File: src/rtl/multi_word_fifo.sv
// multi_word_fifo
// Circular-buffer FIFO that accepts 0..BW_IN words and releases 0..BW_OUT
// words per cycle. The read side is first-word-fall-through: the head words
// are always presented on dat_out. Push and pop are all-or-nothing and are
// judged against the registered occupancy only, so a same-cycle pop never
// makes room and a same-cycle push never supplies data.
// Optional macro: MULTI_WORD_FIFO_STICKY_ERR_EN adds sticky ovf_err/unf_err.
// SIZE must be a power of two, >= 2 and >= max(BW_IN, BW_OUT).
module multi_word_fifo #(
  parameter int SIZE      = 16,
  parameter int BW_IN     = 2,
  parameter int BW_OUT    = 2,
  parameter int WIDTH     = 16,
  parameter int AF_THRESH = SIZE - 2,
  parameter int AE_THRESH = 2
) (
  input  logic                               clk,
  input  logic                               rst,
  input  logic [$clog2(BW_IN+1)-1:0]         push_cnt,
  input  logic [BW_IN-1:0][WIDTH-1:0]        dat_in,
  input  logic [$clog2(BW_OUT+1)-1:0]        pop_cnt,
  output logic [BW_OUT-1:0][WIDTH-1:0]       dat_out,
  output logic [$clog2(SIZE):0]              ocp,
  output logic                               is_full,
  output logic                               is_empty,
  output logic                               almost_full,
  output logic                               almost_empty,
`ifdef MULTI_WORD_FIFO_STICKY_ERR_EN
  output logic                               ovf_err,
  output logic                               unf_err,
`endif
  output logic                               push_rej,
  output logic                               pop_rej
);

  localparam int PW = $clog2(SIZE);
  localparam int OW = PW + 1;
  localparam int IW = $clog2(BW_IN + 1);
  localparam int QW = $clog2(BW_OUT + 1);

  // Storage is read combinationally at several head offsets at once, so it
  // maps to distributed RAM / registers rather than a registered-read block.
  logic [WIDTH-1:0] r_mem [SIZE];
  logic [PW-1:0]    r_wr_ptr;
  logic [PW-1:0]    r_rd_ptr;
  logic [OW-1:0]    r_ocp;

  logic [IW-1:0]    w_push_cnt;
  logic [QW-1:0]    w_pop_cnt;
  logic [OW-1:0]    w_push_n;
  logic [OW-1:0]    w_pop_n;
  logic [OW-1:0]    w_room;
  logic             w_push_ok;
  logic             w_pop_ok;
  logic [OW-1:0]    w_ocp_next;

  // Clamp out-of-range request counts to the lane widths.
  always_comb begin
    w_push_cnt = push_cnt;
    w_pop_cnt  = pop_cnt;
    if (int'(push_cnt) > BW_IN) w_push_cnt = IW'(BW_IN);
    if (int'(pop_cnt) > BW_OUT) w_pop_cnt = QW'(BW_OUT);
  end

  assign w_push_n  = OW'(w_push_cnt);
  assign w_pop_n   = OW'(w_pop_cnt);
  assign w_room    = OW'(SIZE) - r_ocp;
  assign w_push_ok = (w_push_n <= w_room);
  assign w_pop_ok  = (w_pop_n <= r_ocp);
  assign push_rej  = (w_push_cnt != '0) & ~w_push_ok;
  assign pop_rej   = (w_pop_cnt != '0) & ~w_pop_ok;

  assign w_ocp_next = r_ocp + (w_push_ok ? w_push_n : '0)
                            - (w_pop_ok ? w_pop_n : '0);

  // Pointer and occupancy state; reset clears them and drops the request.
  always_ff @(posedge clk) begin
    if (rst) begin
      r_wr_ptr <= '0;
      r_rd_ptr <= '0;
      r_ocp    <= '0;
    end else begin
      if (w_push_ok) r_wr_ptr <= r_wr_ptr + PW'(w_push_cnt);
      if (w_pop_ok)  r_rd_ptr <= r_rd_ptr + PW'(w_pop_cnt);
      r_ocp <= w_ocp_next;
    end
  end

  // Write accepted lanes; the index wraps naturally modulo SIZE.
  always_ff @(posedge clk) begin
    for (int i = 0; i < BW_IN; i++) begin
      if (!rst && w_push_ok && (i < int'(w_push_cnt))) begin
        r_mem[r_wr_ptr + PW'(i)] <= dat_in[i];
      end
    end
  end

  // Head words fall through from storage; lanes past the occupancy read zero.
  for (genvar gi = 0; gi < BW_OUT; gi++) begin : g_out
    assign dat_out[gi] = (OW'(gi) < r_ocp) ? r_mem[r_rd_ptr + PW'(gi)] : '0;
  end

  assign ocp          = r_ocp;
  assign is_full      = (r_ocp == OW'(SIZE));
  assign is_empty     = (r_ocp == '0);
  assign almost_full  = (int'(r_ocp) >= AF_THRESH);
  assign almost_empty = (int'(r_ocp) <= AE_THRESH);

`ifdef MULTI_WORD_FIFO_STICKY_ERR_EN
  logic r_ovf_err;
  logic r_unf_err;

  // Sticky error capture of any rejected request, cleared only by reset.
  always_ff @(posedge clk) begin
    if (rst) begin
      r_ovf_err <= 1'b0;
      r_unf_err <= 1'b0;
    end else begin
      if (push_rej) r_ovf_err <= 1'b1;
      if (pop_rej)  r_unf_err <= 1'b1;
    end
  end

  assign ovf_err = r_ovf_err;
  assign unf_err = r_unf_err;
`endif

endmodule

File: config.mk
export PLATFORM = sky130hd
export DESIGN_NAME = multi_word_fifo
export DESIGN_NICKNAME = d
export VERILOG_FILES = /design/src/rtl/multi_word_fifo.sv
export SDC_FILE = /design/constraint.sdc
export NUM_CORES = 1
export LEC_CHECK = 0
export BUFFER_PORTS_ARGS = -buffer_cell sky130_fd_sc_hd__buf_4
export CELL_PAD_IN_SITES_DETAIL_PLACEMENT = 1
export CELL_PAD_IN_SITES_GLOBAL_PLACEMENT = 2
export CORE_ASPECT_RATIO = 1.25
export CORE_MARGIN = 2
export CORE_UTILIZATION = 43
export CTS_CLUSTER_DIAMETER = 40
export DETAILED_ROUTE_END_ITERATION = 10
export MAX_ROUTING_LAYER = met4
export PLACE_DENSITY_LB_ADDON = 0.1
export SLEW_MARGIN = 10
export SYNTH_ARGS = -nofsm -noshare
export SYNTH_HDL_FRONTEND = slang
export SYNTH_SLANG_ARGS = --single-unit
File: constraint.sdc
create_clock -name clk -period 4.5 [get_ports clk]
set_clock_uncertainty 0.05 [all_clocks]
set_input_delay 0.45 -clock clk [delete_from_list [all_inputs] [get_ports clk]]
set_output_delay 0.45 -clock clk [all_outputs]
set_load 0.1 [all_outputs]
==> impl_results.md <==
* Critical path capture point type: output port
* Global Route met1 Usage at 34.93%
* Top Ports at 81
* Total GRT Usage at 28.22%
* Total number of vias at 10320
* CTS tree: done
* Die area at 0.04127 mm^2
* PD cells at 701.9 mW/mm^2
* CP Buf/Inv Count at 2
* Layout cell share with drive strength beyond 1 at 52.06%
* Ys flop type: edfxtp_1
* GRT overflow at 0
* Worst vdd ir at 0.7487 mV
* Post-cts gate resize count at 0
* Status: finished, final reports clean
* Max Clk Rate at 0.2667 GHz
* Lkg Pwr at 6.961 nW
* CTS Buf Count at 43
* Cells along the critical path: ha_4, xor2_4, buf_12, mux2i_1, o22ai_1, buf_4
* Vias in the first global route at 11020
* Final Util at 50.83%
* Skew-Pair Late Insertion Delay at 540 ps
* DP Cell Count at 1564
* Layout fillers at 3667
* RSZ-0062 raised after global routing: no
* Initial DRC count at 893
* WL per Instance at 33.63 um
* # rows at 81
* CTS Hold Buffers Added at 0
* Crit Path Class: reg2out
* Most frequent cells in the layout: edfxtp_1 (256), mux4_2 (128), buf_4 (125)
* Crit-path slowest cell: xor2_4
* Post-Synthesis Cells at 1033
* Reg clk slew, reported paths at 50 ps
* Via density at 6.273
* Slew @ Worst Pin at 1022 ps
* Largest net degree at the start of global routing at 54
* Net count, final at 1174
* GR Util met2 at 47.60%
* Top Family by Delay on Critical Path: XOR/XNOR gates
* Area share of the largest cell type after synthesis at 45.09%
* Flop-to-flop setup slack at 820 ps
* Max incr delay on CP at 740 ps
* Core Region at 0.03912 mm^2
* Clock Path Buffers at 3
* Data required, critical path at 4000 ps
* Root Driver: clkbuf_16
* Gpl congestion at 0.8050
* Setup Fix Bufs, Post-CTS at 0
* GR Util met3 at 3.662%
* Gr busiest metal: met2
* Post-synthesis sequential area ratio at 47.09%
* CP arrival at 3250 ps
* Commonest non-fill, non-tap cell in the layout: edfxtp_1
* Syn Area/Cell at 16.50 um^2
* Cell Area, Synth at 0.01705 mm^2
* Die height at 226.6 um
* Design area at 0.01988 mm^2
* Critical Path Start Type: register
* CP max FO at 16
* Rel. slew slack at 31.88%
* Number of library cell types mapped by synthesis at 53
* Yosys warns at 0
* H-tree depth at 2
* Hold WC Path Type: in2reg
* Clock sinks at 273
* Hold Fails Final Rpt at 0
* Initial Util at 43.58%
* Die W at 182.1 um
* Yosys reg bits at 273
* Fin crit share at 83.31%
* Port bufs at 80
* Mapped Nets at 1096
* Largest cells by area after synthesis: edfxtp_1 (45%), mux4_2 (17%), mux2_4 (8.8%)
* Antenna violations before repair at 4
* First-pass GRT wire length at 79740 um
* DRC at 0
* # Max-Cap Violations at 0
* Tmin final at 3749 ps
* HPWL Detailed at 35620 um
* Final ANT Viol Nets at 0
* EDFF count, synth at 256
* Max-slew violation count at 0
* Cell accounting for the most synthesized area: edfxtp_1
* WL final at 55330 um
* Ys async rst share at 0%
* Endpoints failing setup at 0
* First-pass DRT Iterations at 5
* Post-DP Area at 0.01838 mm^2
* Non-filler instance count after layout at 1645
* Synth-to-Final Area Change at 16.63%
==> cells in the mapped netlist, types with 2 or more instances <==
library cell,count
xor2_1,4
nor3_1,3
fa_1,4
or3_1,2
nor4_1,12
nand2b_1,4
o21ai_4,9
buf_4,3
nand4b_1,2
buf_8,6
mux2i_1,64
dfxtp_1,17
o21bai_1,2
buf_1,10
mux2_4,100
xnor2_1,4
o22ai_1,33
mux2_1,47
mux2_2,112
buf_2,15
edfxtp_1,256
o21ai_0,3
nand2_1,14
clkbuf_1,53
and2_1,2
buf_6,12
a21o_1,4
nor2_1,22
a21oi_1,9
ha_1,21
a31oi_1,2
or2_2,2
nor2b_1,8
mux4_2,128
inv_1,16
nand3_1,3
o2111a_1,2
o2111ai_1,2
o211ai_4,6
o31ai_1,2
==> per-layer routing <==
| layer | part of all wire (%) | vias to the layer above |
|---|---|---|
| met1 | 41 | 5524 |
| met3 | 4.7 | 82 |
| met2 | 51 | 341 |
| met5 | 0 | - |
| met4 | 3.4 | 0 |
| li1 | - | 4372 |
==> path summary, 6_finish.rpt <==
check                      to   startpoint  cells after the start
setup / recovery  dat_out[23]  r_rd_ptr[0]                      6
hold / removal         ocp[3]          rst                      2
setup reg to reg       ocp[4]       ocp[0]                     15
hold reg to reg      register  r_rd_ptr[3]                      2
==> per-stage QoR <==
stage                     total power [mW]  hold slack (ps)  setup TNS, ps  setup WS, ps
after floorplan                      8.591            434.0         -94430        -551.1
after global placement               10.57            448.7              0         902.9
after detailed placement             10.61            468.8              0         829.6
after CTS                            14.07            223.2              0         667.7
after global routing                 14.44            259.0              0         602.6
final                                13.96            248.1              0         751.0
==> where the power goes <==
part / internal (mW) / leakage (nW) / switching, mW
logic: 2.28 / 3.79 / 4.86
clock network: 2.15 / 0.713 / 1.29
registers: 3.04 / 2.46 / 0.337
==> layout make-up <==
| cell class | count | area (um^2) | area share [%] |
|---|---|---|---|
| Sequential cell | 273 | 8040 | 40.44 |
| Clock inverter | 33 | 381.6 | 1.919 |
| Clock buffer | 44 | 1101 | 5.537 |
| Inverter | 17 | 66.31 | 0.3335 |
| Multi-Input combinational cell | 643 | 8563 | 43.07 |
| Timing Repair Buffer | 133 | 1099 | 5.525 |
| Tap cell | 498 | 623.1 | 3.134 |
| Antenna cell | 4 | 10.01 | 0.05034 |
==> registers in the layout, indices dropped and copies added (netlist names), named ones only <==
signal	count
r_rd_ptr	4
r_mem	256
ocp	5
r_wr_ptr	4
==> cell families (layout without fill, tap and decap cells) <==
group           count (synthesis)  count (layout)  synth area share (%)
buf+inv                       117             227                 3.787
compound gates                 78              78                 4.102
xor+xnor                        8               8                0.4109
simple gates                   81              81                 2.627
fa+ha+maj                      25              25                 2.011
mux                           451             451                 39.98
other cells                     0               4                     0
flops                         273             273                 47.09
==> worst register-to-register path: stages (launching register included) <==
cell and delay (ps):
dfxtp_1 580, inv_1 130, ha_1 310, inv_1 40, ha_1 290, nor2b_1 170
o2111a_1 270, nand2_1 150, nand2_1 100, fa_1 490, inv_1 70, fa_1 470
a21oi_1 150, o21bai_1 90, xor2_1 140, nor2_1 50
Note: power is estimated with default switching activity, not from simulation.
